## src/rtl/seed_stim_gen.sv

```systemverilog
// ============================================================================
// Module   : seed_stim_gen
// Brief    : Seeded Galois-LFSR burst stimulus source with valid/ready output.
// Revision : 1.0 - initial release
// ============================================================================
`default_nettype none

module seed_stim_gen #(
    parameter logic [31:0] POLY      = 32'h80200003,
    parameter int unsigned MAX_BURST = 15
) (
    input  logic        clk,
    input  logic        rst,
    input  logic [31:0] seed,
    input  logic        seed_load,
    input  logic        start,
    input  logic [3:0]  burst_len,
    input  logic        out_ready,
    output logic        out_valid,
    output logic        zyu,
    output logic [2:0]  viirnxmvcj,
    output logic [17:0] hwej_flat,
    output logic [3:0]  beats_left,
    output logic        busy,
    output logic        done
);

    typedef enum logic [1:0] {
        ST_IDLE = 2'd0,
        ST_RUN  = 2'd1,
        ST_DONE = 2'd2
    } state_t;

    localparam logic [31:0] C_LFSR_RESET = 32'h00000001;

    state_t      r_state;
    state_t      w_state_nxt;
    logic [31:0] r_lfsr;
    logic [31:0] w_lfsr_nxt;
    logic [31:0] w_lfsr_step;
    logic [31:0] w_seed_safe;
    logic [3:0]  r_beats;
    logic [3:0]  w_beats_nxt;
    logic        w_len_ok;
    logic        w_xfer;

    logic [1:0][2:4][3:3][1:3] w_hwej;

    assign w_xfer      = (r_state == ST_RUN) && out_ready;
    assign w_lfsr_step = r_lfsr[0] ? ((r_lfsr >> 1) ^ POLY) : (r_lfsr >> 1);
    // An all-zero state would lock the LFSR, so a zero seed maps to 1.
    assign w_seed_safe = (seed == 32'd0) ? C_LFSR_RESET : seed;
    assign w_len_ok    = (burst_len != 4'd0) && (32'(burst_len) <= MAX_BURST);

    always_ff @(posedge clk or posedge rst) begin
        if (rst) begin
            r_state <= ST_IDLE;
            r_lfsr  <= C_LFSR_RESET;
            r_beats <= 4'd0;
        end else begin
            r_state <= w_state_nxt;
            r_lfsr  <= w_lfsr_nxt;
            r_beats <= w_beats_nxt;
        end
    end

    always_comb begin
        w_state_nxt = r_state;
        w_lfsr_nxt  = r_lfsr;
        w_beats_nxt = r_beats;
        case (r_state)
            ST_IDLE: begin
                // Seed and start on the same edge: the first beat sees the new seed.
                if (seed_load) begin
                    w_lfsr_nxt = w_seed_safe;
                end
                if (start && w_len_ok) begin
                    w_state_nxt = ST_RUN;
                    w_beats_nxt = burst_len;
                end
            end
            ST_RUN: begin
                if (w_xfer) begin
                    w_lfsr_nxt  = w_lfsr_step;
                    w_beats_nxt = r_beats - 4'd1;
                    if (r_beats == 4'd1) begin
                        w_state_nxt = ST_DONE;
                    end
                end
            end
            ST_DONE: begin
                w_state_nxt = ST_IDLE;
            end
            default: begin
                w_state_nxt = ST_IDLE;
                w_beats_nxt = 4'd0;
            end
        endcase
    end

    assign w_hwej     = r_lfsr[21:4];
    assign hwej_flat  = w_hwej;
    assign zyu        = r_lfsr[0];
    assign viirnxmvcj = r_lfsr[3:1];
    assign beats_left = r_beats;
    assign out_valid  = (r_state == ST_RUN);
    assign busy       = (r_state == ST_RUN);
    assign done       = (r_state == ST_DONE);

endmodule

`default_nettype wire

```

## config.mk

```make
export PLATFORM = sky130hd
export DESIGN_NAME = seed_stim_gen
export DESIGN_NICKNAME = d
export VERILOG_FILES = /design/src/rtl/seed_stim_gen.sv
export SDC_FILE = /design/constraint.sdc
export NUM_CORES = 1
export LEC_CHECK = 0
export BUFFER_PORTS_ARGS = -buffer_cell sky130_fd_sc_hd__buf_2
export CORE_MARGIN = 8
export CORE_UTILIZATION = 30
export DETAILED_ROUTE_END_ITERATION = 6
export MAX_ROUTING_LAYER = met4
export PLACE_DENSITY = 0.57
export SLEW_MARGIN = 20
export SYNTH_ARGS = -nofsm -noshare
export SYNTH_HDL_FRONTEND = slang
export SYNTH_SLANG_ARGS = --single-unit
export TNS_END_PERCENT = 10
```

## constraint.sdc

```tcl
create_clock -name clk -period 1.5 [get_ports clk]
set_input_delay 0.3 -clock clk [delete_from_list [all_inputs] [get_ports clk]]
set_output_delay 0.3 -clock clk [all_outputs]
set_load 0.005 [all_outputs]
```

==> results of run 1 <==
[sequential cells by signal, indices dropped and copies added, names as in the netlist]
| register | cells |
|---|---|
| beats_left | 4 |
| r_lfsr | 32 |
| r_state | 2 |
[power groups by stage]
stage | Clock, mW | Combinational (mW) | Sequential, mW
after detailed placement | 0 | 2.52 | 1.90
after global routing | 0.726 | 2.88 | 1.97
after floorplan | 0 | 2.17 | 1.81
after global placement | 0 | 2.48 | 1.91
final | 0.654 | 2.56 | 1.90
after CTS | 0.683 | 2.60 | 1.90
[final timing paths]
kind | endpoint | slack [ns] | cells after the start
min reg2reg | r_lfsr[30] | 0.48 | 2
min in group clk | r_lfsr[2] | 0.30 | 3
max | out_valid | 0.06 | 3
max reg2reg | r_lfsr[21] | 0.07 | 5
max in group asynchronous | r_lfsr[0] | 1.20 | 3
min | r_lfsr[29] | 0.06 | 3
[worst max-delay path, delay by kind of cell (launching register included)]
family,cells,cell delay [ns]
flops,1,0.45
buf+inv,2,0.30
simple gates,1,0.10
[kinds of logic (layout without fill, tap and decap cells)]
logic type,count (synthesis),in the layout,share of synthesized area (%)
flops,38,38,44.2
fa+ha+maj,2,2,1.16
mux,30,30,13.9
buf+inv,39,91,13.2
xor+xnor,5,5,2.03
simple gates,64,64,13.4
compound gates,47,47,12.1
[layer usage]
layer  vias up  track usage, %  wire [um]
met4         0            3.84         62
met5         -               -          0
li1        863               -          -
met3         6            2.42        176
met2        35            17.4       2540
met1       777            12.9       2450
[synthesized netlist by cell type (2+ instances only)]
cell	number	share of area, %
a21oi_1	5	1.2
buf_2	3	0.70
buf_4	25	8.7
buf_6	5	2.6
dfrtp_1	37	43
ha_1	2	1.2
inv_1	4	0.70
mux2i_1	30	14
nand2_1	38	6.6
nand4_1	2	0.58
nor2_1	9	1.6
nor4_1	9	2.6
o21ai_0	6	1.4
o21ai_1	30	7.0
xnor2_1	4	1.6
[cell type report]
type / instances / area [sq um] / share of cell area, %
clock buffers: 7 / 76.3 / 2.97
well taps: 99 / 124 / 4.82
repair buffers: 79 / 462 / 17.9
flip-flops and latches: 38 / 953 / 37.1
inverters: 5 / 32.5 / 1.26
multi-input cells: 148 / 925 / 35.9
[per-stage QoR]
stage	setup slack (ns)	cells	area (sq um)	power (mW)	hold slack, ns
CTS	0.0314	376	2570	5.19	0.0628
global placement	0.00503	368	2460	4.39	0.370
floorplan	0.0942	225	2150	3.98	0.455
detailed placement	0.00119	368	2460	4.42	0.375
finish	0.0639	376	2570	5.11	0.0593
global route	-0.00442	376	2570	5.58	0.0785
[timing repair]
item / in CTS / in global routing
endpoints found under the setup margin: 2 / 11
buffers inserted: 1 / 0
gates resized for setup: 2 / 2
endpoints found under the hold margin: 0 / 0
==> results.md, run 1 <==
* Status: complete, no violations
* Syn-to-layout area delta at 19.5%
* Final setup vio count at 0
* Post-layout util at 36.2%
* Final antenna-violating net count at 0
* Die X at 101 um
* Final TNS setup at 0 ns
* PwrDens at 1990 nW/um^2
* H-tree levels at 2
* RSZ-0062 raised after global routing: true
* Final Max Slew Viols at 0
* Initial Util at 30.3%
* Routed via count at 1681
* Initial antenna violation count at 0
* ANT cells at 0
* Net Sw Frac at 39.1%
* Final setup skew at 0.00621 ns
* DPL Wire Length at 4080 um
* Worst R2R Start: r_state[0]
* First-pass GRT wire length at 8380 um
* Slowest CP cell: dfrtp_2
* Hold crit path type: primary input to async pin
* DRC viols at 0
* TritonCTS Buffers at 5
* Sequential share of power at 37.1%
* Slew margin rel. at 69.9%
* Drt initial violations at 44
* Flop and latch count out of synthesis at 38
* Syn_nets at 268
* Crit end category: primary output
* CP Max Fanout at 6
* CP Cell Sequence: nand2b_4 -> bufinv_8 -> buf_2
* Most common cell after layout, fill and taps aside: buf_2
* Clk Latency, worst-skew pair at 0.28 ns
* Post-synthesis sequential area ratio at 44.2%
* Crit-path max cell delay at 0.45 ns
* Routed len/inst at 13.9 um
* Max-cap check violation count at 0
* Worst vdd ir at 0.490 mV
* Req. time, crit path at 1.20 ns
* Asr flop ratio synth at 100%
* Worst setup path startpoint: r_state[0]
* Post-synth top flop: dfrtp_1
* RePlAce Congestion at 0.857
* Final Hold Vio Count at 0
* CTS Hold Bufs at 0
* FP Rows at 31
* CTS tree: built
* Switching pwr at 2.00 mW
* Max Freq at 0.696 GHz
* Core ar. at 7100 sq um
* Chip height at 101 um
* Post-route clock period utilization at 95.7%
* Drt pass-1 iters at 4
* CP Class: register to primary output
* CTS Buffer Depth at 2
* Combinational group share of total power at 50.1%
* Clk pin slew, worst setup/hold paths at 0.07 ns
* GRT Residual Overflow at 0
* Largest net degree at the start of global routing at 39
* Vias in the first global route at 1733
* Slew @ Worst Pin at 0.447 ns
* Netlist Area Pre-Place at 2150 sq um
* Clock sinks at 38
* DIE AREA at 10100 sq um
* Worst path arrival time at 1.14 ns
* Pleak at 1.25 nW
* Routed WL at 5230 um
* Mapped Avg Cell Area at 9.57 sq um
* Worst Setup Start Kind: register
* Post-synth EDFFs at 0
* Share of layout cells above drive strength 1 at 32.5%
* Final net count at 320
* I/O pins at 70
* Most used cells in the layout excluding fill and tap cells: 69 x buf_2, 38 x nand2_1, 36 x dfrtp_1
* Min Tclk post-route at 1.44 ns
* Synth cell types at 31
* Clock power frac at 12.8%
* Cells after Synth at 225
* Port Buffers at 69
* Clock tree root buffer cell: clkbuf_8
* FILL cells at 741
* Synth Warn # at 0
* Total GRT Usage at 10.8%
* DR vias/cell at 4.47
* Pint at 3.12 mW
No activity file was read; power rests on OpenSTA's default activity.
==> inputs of run 2 (changes only) <==
Settings changed: PLACE_DENSITY 0.57 to 0.6, SLEW_MARGIN 20 to not set.
==> run 2 against run 1 <==
Compared with the run above:
- worst setup slack lost 0.019 ns
- die area unchanged
- core utilization increased by 0.60 points
- count of clock-buffer cells in the layout stayed put
- register-to-register slack better by 0.04 ns
- first-iteration DRC count is 41% lower
- combinational power increased by 3%
- global-route usage rose by 0.65 points
- clock skew is 0.0030 ns higher
- critical path depth is the same
- critical path type unchanged
==> results.md, run 2 (same netlist as run 1, synthesis figures left out) <==
* Max-cap check violation count at 0 (unchanged)
* Syn-to-layout area delta at 21.4%
* RSZ-0062 raised after global routing: false
* Post-route clock period utilization at 97.0% (+1.3 points)
* Clock power frac at 13.9% (+1.1 points)
* CP Max Fanout at 4 (-2)
* GRT Residual Overflow at 0 (unchanged)
* Drt pass-1 iters at 4 (unchanged)
* First-pass GRT wire length at 8910 um (+6.3%)
* Pint at 3.22 mW (+3.2%)
* Slew @ Worst Pin at 0.406 ns (-0.0415 ns)
* FILL cells at 758 (+2.3%)
* Share of layout cells above drive strength 1 at 34.2% (+1.7 points)
* Initial antenna violation count at 0 (unchanged)
* Switching pwr at 2.05 mW (+2.7%)
* DR vias/cell at 4.56 (+1.9%)
* FP Rows at 31 (unchanged)
* Final TNS setup at 0 ns (unchanged)
* CTS tree: built
* I/O pins at 70 (unchanged)
* Min Tclk post-route at 1.46 ns (+0.0192 ns)
* TritonCTS Buffers at 5 (unchanged)
* Final net count at 323 (+0.94%)
* H-tree levels at 2 (unchanged)
* Largest net degree at the start of global routing at 39 (unchanged)
* Most common cell after layout, fill and taps aside: buf_2
* Final setup vio count at 0 (unchanged)
* Worst path arrival time at 1.16 ns (+0.02 ns)
* Clk Latency, worst-skew pair at 0.29 ns (about the same)
* DIE AREA at 10100 sq um (unchanged)
* Die X at 101 um (unchanged)
* CP Class: register to primary output
* DRC viols at 0 (unchanged)
* RePlAce Congestion at 0.835 (-2.6%)
* Sequential share of power at 36.0% (-1.1 points)
* Clk pin slew, worst setup/hold paths at 0.08 ns (about the same)
* Final antenna-violating net count at 0 (unchanged)
* PwrDens at 2010 nW/um^2 (+1.4%)
* Crit end category: primary output
* DPL Wire Length at 4170 um (+2.2%)
* Routed via count at 1731 (+3.0%)
* Net Sw Frac at 39.0% (-0.11 points)
* Drt initial violations at 26 (-41%)
* Worst vdd ir at 0.574 mV (+17%)
* Worst R2R Setup Slack at 0.11 ns (+0.04 ns)
* Largest Register: r_lfsr
* Worst R2R Start: r_state[1]
* Chip height at 101 um (unchanged)
* Hold crit path type: primary input to async pin
* Total power draw at 5.27 mW (+3.0%)
* Worst Setup Start Kind: register
* Routed WL at 5410 um (+3.6%)
* Clock tree root buffer cell: clkbuf_8
* Crit-path max cell delay at 0.40 ns (-0.05 ns)
* Final Hold Vio Count at 0 (unchanged)
* Final setup skew at 0.00922 ns (+0.00301 ns)
* Core ar. at 7100 sq um (unchanged)
* Max FFs per register at 32 (unchanged)
* Slew margin rel. at 72.7% (+2.8 points)
* Cells on worst reg2reg path at 5 (unchanged)
* CTS Buffer Depth at 2 (unchanged)
* Slowest CP cell: dfrtp_1
* Total GRT Usage at 11.4% (+0.65 points)
* ANT cells at 0 (unchanged)
* Clock sinks at 38 (unchanged)
* Vias in the first global route at 1793 (+3.5%)
* R2R Path End: r_lfsr[24]
* Routed len/inst at 14.2 um (+2.5%)
* Combinational group share of total power at 50.1% (about the same)
* Most used cells in the layout excluding fill and tap cells: 69 x buf_2, 38 x nand2_1, 36 x dfrtp_1
* Max Freq at 0.687 GHz (-1.3%)
* Req. time, crit path at 1.20 ns (about the same)
* Final Max Slew Viols at 0 (unchanged)
* Pleak at 1.27 nW (+2.1%)
* Status: complete, no violations
* Port Buffers at 69 (unchanged)
* CP Cell Sequence: nand2b_4 -> bufinv_8 -> buf_2
* Initial Util at 30.3% (unchanged)
## run 2: changes by cell type in the layout (fill, tap and decap cells not counted), sizes merged
cell / delta
clkinv: +1
buf: +3
## run 2: how the worst max path moves through the flow
stage	slack, ns	from	end
after floorplan	0.09	r_state[1]	out_valid
after global placement	0.008	seed[17]	r_lfsr[0]
after detailed placement	0.04	seed[7]	r_lfsr[0]
after CTS	0.03	r_state[0]	done
after global routing	0.004	r_state[1]	out_valid
final	0.04	r_state[1]	out_valid
## run 2: worst max-delay path: cells and delay by family (launching register included)
kind	cells	cell delay (ns)
and+or+nand+nor	1	0.15
buffers and inverters	2	0.31
DFF	1	0.40
## run 2: per-layer routing
metal	GRT usage, %	part of all wire, %	vias to the layer above
li1	-	-	866
met4	3.14	0.81	0
met5	-	0	-
met3	2.83	4.3	4
met2	17.6	49	36
met1	14.5	46	825
## run 2: final cells by class
cell class              instances  area [sq um]  area share, %
clock buffers                   7          86.3           3.30
flip-flops and latches         38           953           36.5
clock inverters                 1          5.00          0.191
multi-input cells             148           930           35.6
well taps                      99           124           4.74
repair buffers                 82           484           18.5
inverters                       5          32.5           1.24
## run 2: metrics by stage
step | std cells | utilization [%] | setup slack, ns | hold WS (ns) | cell area, sq um
4_1_cts | 380 | 36.7 | 0.0276 | 0.0570 | 2610
3_3_place_gp | 369 | 34.8 | 0.00787 | 0.374 | 2470
3_5_place_dp | 369 | 34.8 | 0.0381 | 0.374 | 2470
6_report | 380 | 36.8 | 0.0447 | 0.0485 | 2620
2_1_floorplan | 225 | - | 0.0942 | 0.455 | 2150
5_1_grt | 380 | 36.8 | 0.00381 | 0.0737 | 2620
## run 2: repair_timing
| item | 4_1_cts | 5_1_grt |
|---|---|---|
| endpoints found under the setup margin | 2 | 8 |
| hold endpoints to repair | 0 | 0 |
| setup buffers | 3 | 0 |
| resized for setup | 3 | 4 |
| hold buffers | 0 | 0 |
## run 2: power by group through the flow
stage / Combinational (mW) / Clock [mW] / Sequential [mW]
6_report: 2.64 / 0.734 / 1.90
5_1_grt: 2.97 / 0.806 / 1.99
4_1_cts: 2.68 / 0.760 / 1.90
3_5_place_dp: 2.56 / 0 / 1.90
3_3_place_gp: 2.51 / 0 / 1.89
2_1_floorplan: 2.17 / 0 / 1.81
==> inputs of run 3 (changes only) <==
Settings changed: ABC_AREA set to 1.
==> run 3 against run 2 <==
Compared with the run above:
- sequential power increased by 4%
- worst setup slack better by 0.041 ns
- synthesized cell count grew 27%
- highest routed layer unchanged
- first-iteration DRC count increased to 3.8 times the previous value
- critical path type unchanged
- via count increased by 13%
- power rose by 1.9%
- global-route usage increased by 0.53 points
- area after synthesis barely moved
==> results.md, run 3 <==
* Commonest cells post-synth: 86 x nand2_1, 56 x nor2_1, 37 x dfrtp_1
* Die X at 101 um (about the same)
* RePlAce Congestion at 0.784 (-6.0%)
* Asr flop ratio synth at 100% (unchanged)
* Crit path max-delay family: flip-flops
* Hold crit path type: primary input to async pin
* TritonCTS Buffers at 5 (unchanged)
* Final Hold Vio Count at 0 (unchanged)
* Mapped Avg Cell Area at 7.55 sq um (-21%)
* Flop and latch count out of synthesis at 38 (unchanged)
* Synth top area cells: dfrtp_1 43%, nand2_1 15%, nor2_1 9.8%
* Post-synthesis sequential area ratio at 44.2% (about the same)
* Max Freq at 0.707 GHz (+2.9%)
* Final net count at 376 (+16%)
* CP Max Fanout at 14 (+10)
* Drt initial violations at 100 (+280%)
* CP Cell Sequence: inv_2 -> nand2_4 -> inv_8 -> buf_2
* Cell accounting for the most synthesized area: dfrtp_1
* Most used cells in the layout excluding fill and tap cells: 86 x nand2_1, 69 x buf_2, 55 x nor2_1
* FP Rows at 31 (unchanged)
* CP Class: register to primary output
* ANT cells at 0 (unchanged)
* Slowest CP cell: dfrtp_1
* Status: complete, no violations
* Cells after Synth at 285 (+27%)
* PwrDens at 2090 nW/um^2 (+3.6%)
* CP bufs+invs at 3 (+1)
* Post-synth EDFFs at 0 (unchanged)
* First-pass GRT wire length at 9340 um (+4.9%)
* DPL Wire Length at 4310 um (+3.5%)
* CTS tree: built
* Port Buffers at 69 (unchanged)
* # Post-CTS Setup Buffers at 0 (-3)
* Post-route clock period utilization at 94.3% (-2.8 points)
* Worst vdd ir at 0.689 mV (+20%)
* Crit-path max cell delay at 0.42 ns (+0.02 ns)
* Max-cap check violation count at 0 (unchanged)
* Clk pin slew, worst setup/hold paths at 0.08 ns (about the same)
* Worst setup path startpoint: r_state[1]
* Final Max Slew Viols at 0 (unchanged)
* Worst Setup Start Kind: register
* GRT Residual Overflow at 0 (unchanged)
* Most frequent cell after synthesis: nand2_1
* Final setup skew at 0.00739 ns (-0.00183 ns)
* Slew margin rel. at 83.8% (+11 points)
* Max FFs per register at 32 (unchanged)
* Syn_nets at 328 (+22%)
* Final setup vio count at 0 (unchanged)
* Initial antenna violation count at 0 (unchanged)
* Routed len/inst at 13.1 um (-7.8%)
* Final instance count without filler cells at 433 (+14%)
* CTS Buffer Depth at 2 (unchanged)
* Clock sinks at 38 (unchanged)
* Crit end category: primary output
* Syn-to-layout area delta at 19.4%
* Pleak at 1.25 nW (-1.4%)
* Clock tree root buffer cell: clkbuf_8
* DR vias/cell at 4.50 (-1.2%)
* Synth top area share at 43.0% (about the same)
* I/O pins at 70 (unchanged)
* Core ar. at 7100 sq um (unchanged)
* Total GRT Usage at 11.9% (+0.53 points)
* Worst path arrival time at 1.11 ns (-0.05 ns)
* Drt pass-1 iters at 4 (unchanged)
* Min Tclk post-route at 1.41 ns (-0.0415 ns)
* Netlist Area Pre-Place at 2150 sq um (about the same)
* Cells on worst reg2reg path at 6 (+1)
* Synth cell types at 19 (-39%)
* Initial Util at 30.3% (about the same)
* Req. time, crit path at 1.20 ns (about the same)
* Slew @ Worst Pin at 0.240 ns (-0.166 ns)
* Vias in the first global route at 1868 (+4.2%)
* Placed cells at 425 (+15%)
* Chip height at 101 um (about the same)
* RSZ-0062 raised after global routing: false
* Final TNS setup at 0 ns (unchanged)
* Most common cell after layout, fill and taps aside: nand2_1
* DRC viols at 0 (unchanged)
* Routed via count at 1948 (+13%)
* Worst R2R Start: r_state[0]
* Largest net degree at the start of global routing at 52 (+33%)
* Post-layout util at 36.2% (-0.63 points)
* DIE AREA at 10100 sq um (about the same)
* Largest Register: r_lfsr
* Critical path depth in cells at 4 (+1)
* Post-synth top flop: dfrtp_1
* Clk Latency, worst-skew pair at 0.29 ns (about the same)
* Share of layout cells above drive strength 1 at 26.9% (-7.2 points)
* Synth Warn # at 0 (unchanged)
* Final antenna-violating net count at 0 (unchanged)
* H-tree levels at 2 (unchanged)
* Routed WL at 5690 um (+5.1%)
==> run 3: cell count changes after synthesis, moves of 4 or more <==
cell     change
nor2_1      +47
mux2i_1     -30
inv_1        +9
nand2_1     +48
xnor2_1      -4
nor4_1       -9
o21ai_1     -30
a31oi_1     +31
==> run 3: layout make-up <==
| type | instances | area (sq um) |
|---|---|---|
| Inverter | 14 | 60.1 |
| Fill cell | 777 | 4530 |
| Clock buffer | 6 | 82.6 |
| Clock inverter | 2 | 12.5 |
| Timing Repair Buffer | 75 | 432 |
| Tap cell | 99 | 124 |
| Multi-Input combinational cell | 199 | 907 |
| Sequential cell | 38 | 952 |
==> run 3: timing repair <==
item	CTS	global route
endpoints found under the setup margin	0	18
hold buffers	0	0
resized for setup	0	5
==> run 3: report_power, final <==
| group | switching [mW] | internal [mW] | leakage (nW) |
|---|---|---|---|
| Clock | 0.375 | 0.370 | 0.0472 |
| Sequential | 0.408 | 1.56 | 0.429 |
| Combinational | 1.52 | 1.13 | 0.777 |
| Total | 2.31 | 3.06 | 1.25 |
==> run 3: cell families (layout without fill, tap and decap cells) <==
logic type	after synthesis	after routing	synth area share [%]
AND/OR/NAND/NOR	151	151	27.8
buffers and inverters	48	97	13.7
AO/OA/AOI/OAI	44	44	12.2
flip-flops	38	38	44.2
adder cells (fa/ha/maj)	2	2	1.16
XOR/XNOR	2	2	0.814
==> run 3: through the flow <==
stage | worst slack [ns] | total power, mW | hold WS, ns | area [sq um]
floorplan | 0.228 | 4.08 | 0.447 | 2150
global placement | 0.104 | 4.60 | 0.372 | 2460
detailed placement | 0.109 | 4.65 | 0.372 | 2460
CTS | 0.000663 | 5.42 | 0.0507 | 2560
global route | 0.0145 | 5.92 | 0.0608 | 2570
finish | 0.0861 | 5.37 | 0.0452 | 2570
==> run 3: worst register-to-register path, cell delays in order, from the launching register on <==
cell and delay [ns]:
dfrtp_1 0.45, nor2_2 0.16, nand2_1 0.13, nand2_4 0.11, buf_12 0.21, nor2_1 0.09, a31oi_1 0.15
==> run 3: final timing paths <==
check | to | slack, ns
min in group clk | r_lfsr[8] | 0.27
worst max register to register | r_lfsr[25] | 0.14
worst max-delay path | out_valid | 0.09
worst min register to register | r_lfsr[28] | 0.54
max in group asynchronous | r_lfsr[0] | 1.18
worst min-delay path | r_lfsr[9] | 0.05
==> run 3: layer usage <==
layer  GRT usage (%)  up-vias  part of all wire, %
met3            3.80        5                  7.7
met2            18.4       62                   47
li1                -      995                    -
met4            3.84        0                 0.97
met5               -        -                    0
met1            14.4      886                   45
